File: src/rtl/reg_file_2r1w.sv
// ---------------------------------------------------------------------------
// reg_file_2r1w
//
// General-purpose register file sitting between write-back and decode.
// One synchronous write port (fed by the write-address mux in WB) and two
// combinational read ports (rs, rt) for decode. Entry 0 always reads zero.
// With BYPASS=1 a read of the register being written in the same cycle
// returns the incoming write data, so decode does not need a separate
// WB->ID forwarding path.
//
// Parameters
//   DATA_W  width of each register and of the data ports
//   ADDR_W  address width; depth is 2**ADDR_W
//   BYPASS  1: same-cycle write is visible on reads; 0: reads see storage
//
// Ports
//   Clk      in   1       clock, writes on the rising edge
//   Reset    in   1       asynchronous active-high clear of all entries
//   WrEn     in   1       write enable
//   WrAddr   in   ADDR_W  write destination register
//   WrData   in   DATA_W  write data
//   RdAddr1  in   ADDR_W  read port 1 address (rs)
//   RdAddr2  in   ADDR_W  read port 2 address (rt)
//   RdData1  out  DATA_W  read port 1 data
//   RdData2  out  DATA_W  read port 2 data
//
// There is no state machine and no handshake: the storage array is the only
// state, writes land on the edge after they are presented, reads have zero
// latency.
// ---------------------------------------------------------------------------
module reg_file_2r1w #(
  parameter int DATA_W = 32,
  parameter int ADDR_W = 5,
  parameter int BYPASS = 1
) (
  input  logic              Clk,
  input  logic              Reset,
  input  logic              WrEn,
  input  logic [ADDR_W-1:0] WrAddr,
  input  logic [DATA_W-1:0] WrData,
  input  logic [ADDR_W-1:0] RdAddr1,
  input  logic [ADDR_W-1:0] RdAddr2,
  output logic [DATA_W-1:0] RdData1,
  output logic [DATA_W-1:0] RdData2
);

  localparam int DEPTH   = 2 ** ADDR_W;
  localparam bit BYP_EN  = (BYPASS != 0);

  logic [DATA_W-1:0] mem [DEPTH];

  // A write only counts when it targets a real register; address 0 is
  // excluded so entry 0 keeps the zero it received at reset.
  logic wr_hit;
  assign wr_hit = WrEn && (WrAddr != '0);

  // Reset is tested first so an unknown WrEn while Reset is high cannot
  // reach the array.
  always_ff @(posedge Clk or posedge Reset) begin
    if (Reset) begin
      for (int i = 0; i < DEPTH; i++) begin
        mem[i] <= '0;
      end
    end else if (wr_hit) begin
      mem[WrAddr] <= WrData;
    end
  end

  // Read priority: reset, address zero, same-cycle bypass, stored value.
  // The address-zero term sits above the bypass so a discarded write to r0
  // never leaks onto a read port.
  always_comb begin
    RdData1 = mem[RdAddr1];
    if (Reset) begin
      RdData1 = '0;
    end else if (RdAddr1 == '0) begin
      RdData1 = '0;
    end else if (BYP_EN && WrEn && (WrAddr == RdAddr1)) begin
      RdData1 = WrData;
    end
  end

  always_comb begin
    RdData2 = mem[RdAddr2];
    if (Reset) begin
      RdData2 = '0;
    end else if (RdAddr2 == '0) begin
      RdData2 = '0;
    end else if (BYP_EN && WrEn && (WrAddr == RdAddr2)) begin
      RdData2 = WrData;
    end
  end

endmodule
File: config.mk
export PLATFORM = sky130hd
export DESIGN_NAME = reg_file_2r1w
export DESIGN_NICKNAME = d
export VERILOG_FILES = /design/src/rtl/reg_file_2r1w.sv
export SDC_FILE = /design/constraint.sdc
export NUM_CORES = 2
export LEC_CHECK = 0
export BUFFER_PORTS_ARGS = -buffer_cell sky130_fd_sc_hd__buf_2
export CAP_MARGIN = 20
export CORE_UTILIZATION = 30
export DETAILED_ROUTE_END_ITERATION = 7
export GPL_ROUTABILITY_DRIVEN = 0
export MAX_ROUTING_LAYER = met4
export SYNTH_ARGS = -nofsm -noshare
export SYNTH_HDL_FRONTEND = slang
export SYNTH_SLANG_ARGS = --single-unit
File: constraint.sdc
create_clock -name Clk -period 51.7 [get_ports Clk]
set_input_delay 10.34 -clock Clk [delete_from_list [all_inputs] [get_ports Clk]]
set_output_delay 10.34 -clock Clk [all_outputs]
set_load 0.05 [all_outputs]
==> flow_summary_export.csv <==
group,metric,value,unit
power,power_leakage,0.02661,µW
critical_path,critPathCaptureType,"output port",
synth,synthDominantCellAreaShare,0.4599,
critical_path,critPathLaunchType,"input port",
grt,grt_pass1_vias,37783,
cts,ctsHoldBuffers,0,
cts,cts_buffer_depth,3,
synth,postSynth.asyncResetShare,1.000,
timing,tightest_slew,1209,ps
timing,finalCritPeriodShare,0.4898,
synth,synth_seq_cells,1024,
cts,path_clk_slew,60,ps
critical_path,max_stage_delay,890,ps
job,cap_viol_max_count,0,
floorplan,rows,157,
timing,maxSlewHeadroom,0.1942,
cts,cts_sinks,1024,
detailed_routing,drc,0,
grt,grt_use_met3,0.03403,
floorplan,core_area,183900,µm²
grt,antenna_found_initial,11,
critical_path,cp_slowest_cell,"buf_4",
synth,synthesis.area,55720,µm²
timing,rsz0062_at_grt,"false",
cts,numCtsBuffers,103,
placement,io_buffers,113,
cts,postCtsSetupRepairBufs,0,
synth,yosysMostFrequentCell,"dfrtp_1",
synth,synth_seq_area_share,0.4599,
timing,setup_violations,0,
power,p_per_area,37.92,nW/µm²
floorplan,io_pins,114,
timing,worst_slack,26380,ps
timing,fmax,0.03949,GHz
finish,drive_gt1_frac,0.4484,
finish,finalInstanceArea,61640,µm²
floorplan,die_h,433.0,µm
placement,dpl.hpwl,104.3,mm
cts,cts-root-buf,"clkbuf_16",
floorplan,die_area,187500,µm²
grt,grt_usage,0.2044,
critical_path,arrival,14980,ps
power,ir_drop,0.00003000,V
grt,use_met2,0.3214,
synth,ys_dominant_reg_cell,"dfrtp_1",
timing,fin_skew,0,ps
timing,fin_crit,25320,ps
detailed_routing,wire_per_inst,29.33,µm
synth,ys_warn_count,0,
cts,htreeDepth,3,
cts,clock_latency,720,ps
outcome,outcome,"finished, final reports clean",
synth,syn_inst,3978,
detailed_routing,drt_first_pass_iters,5,
placement,placed_cells,6185,
synth,syn_avg_cell_area,14.01,µm²
floorplan,initial_core_util,0.3030,
synth,synth_common_cells,"1024 x dfrtp_1, 993 x mux2_2, 465 x mux2i_1, 319 x mux4_2, 224 x clkbuf_1",
synth,ys_types,40,
finish,instances_no_fill,6387,
detailed_routing,vias_per_cell,5.716,
critical_path,cp_cell_sequence,"buf_8, buf_4, buf_4, buf_4, mux4_2, nor2b_1, a211oi_1, nor3_1, o221a_1, buf_2",
finish,layout.nets,3877,
synth,synth_area_leaders,"dfrtp_1 46%, mux2_2 20%, mux4_2 13%, mux2i_1 8.4%, o22ai_1 1.8%",
floorplan,die_x,433.0,µm
finish,area_growth,10.63,%
grt,grt.busiest_layer,"met2",
cts,cts_tree,"built",
finish,top_regs,"mem (1024)",
detailed_routing,wirelength,187.3,mm
finish,largest_register_ffs,1024,
placement,placed_area,58080,µm²
timing,finalMaxSlewViolations,0,
synth,syn_nets,4028,
timing,final.setup.tns,0,ps
critical_path,worstPathRequired,41360,ps
timing,final-hold-violation-count,0,
detailed_routing,drtIter0Drc,3382,
critical_path,path_class,"in2out",
grt,grt_overflow,0,
grt,grt_max_degree,123,
synth,synth_edf_count,0,
critical_path,cp_common_cell,"buf_4",
grt,grtUsageMet1,0.2515,
grt,grt_pass1_wl,272.5,mm
worst_hold_path,worstHoldPathType,"reg2reg",
critical_path,critPathMaxFanout,54,
timing,holdWs,393.4,ps
detailed_routing,ant_nets,0,
detailed_routing,vias,36509,
cts,ctsResizeCount,0,
placement,post-place-ws,26380,ps
synth,synth_top_area_cell,"dfrtp_1",
finish,top_register,"mem",
-- final cells by class --
class	instances	area [µm²]
antenna	11	27.53
clock buffer	152	3115
clock inverter	38	392.9
fill	18014	122200
inverter	1	11.26
multi-input combinational	2487	27990
sequential	1024	25620
tap	2464	3083
timing repair buffer	210	1396
-- report_power, final --
part / switching, µW / total [µW] / internal (µW)
Sequential: 108 / 1060 / 954
Clock: 337 / 784 / 447
Combinational: 224 / 491 / 267
-- routing by layer --
| layer | vias to the layer above | routed length, µm |
|---|---|---|
| met2 | 1341 | 89800 |
| met4 | 0 | 10350 |
| met5 | - | 0 |
| met3 | 440 | 11150 |
| li1 | 14978 | - |
| met1 | 19750 | 76020 |
-- cell usage in the layout (no fill, tap or decap), types with 17 or more instances in the layout --
cell type  instances
o22ai_1          157
nor3_1            66
nor2_4            17
a211oi_1          64
nand3_1           34
a22oi_1           51
clkinv_2          23
dfrtp_1         1024
mux2i_1          465
nor2b_1           67
o21ai_0           32
o221a_1           55
o221ai_1          47
clkbuf_16        106
nor2_1            24
mux2_2           993
buf_2            105
clkbuf_8          32
clkbuf_1          17
mux4_2           319
buf_4             96
-- worst paths after layout --
kind / cells past startpoint / endpoint / start / slack [ps]
setup / recovery: 10 / RdData1[24] / RdAddr1[0] / 26380
hold / removal: 0 / mem[1011] / mem[1011] / 390
setup reg to reg: 1 / mem[133] / mem[133] / 50910
hold reg to reg: 0 / mem[1011] / mem[1011] / 390
max in group asynchronous: 6 / mem[157] / Reset / 37560
min in group asynchronous: 2 / mem[420] / Reset / 9990
-- worst max-delay path: cells and delay by family --
kind                   cells  cell delay [ps]
buffers and inverters      5             2990
AOI/OAI and AO/OA          2              580
muxes                      1              570
and+or+nand+nor            2              230
-- kinds of logic (layout without fill, tap and decap cells) --
group                     after synthesis  in the layout  share of synthesized area
AOI/OAI and AO/OA                     431            431                    0.05775
xor gates and xnor gates               10             10                   0.001572
buffers and inverters                 467            401                    0.04226
DFF                                  1024           1024                     0.4599
muxes                                1778           1778                     0.4136
other                                   0             11                          0
and+or+nand+nor                       268            268                    0.02490
-- per-stage QoR --
stage / power (µW) / util
global placement: 1546 / 0.3159
detailed placement: 1564 / 0.3159
global route: 2434 / 0.3352
floorplan: 1437 / -
CTS: 2348 / 0.3349
finish: 2337 / 0.3352
Note: power is estimated with default switching activity, not from simulation.
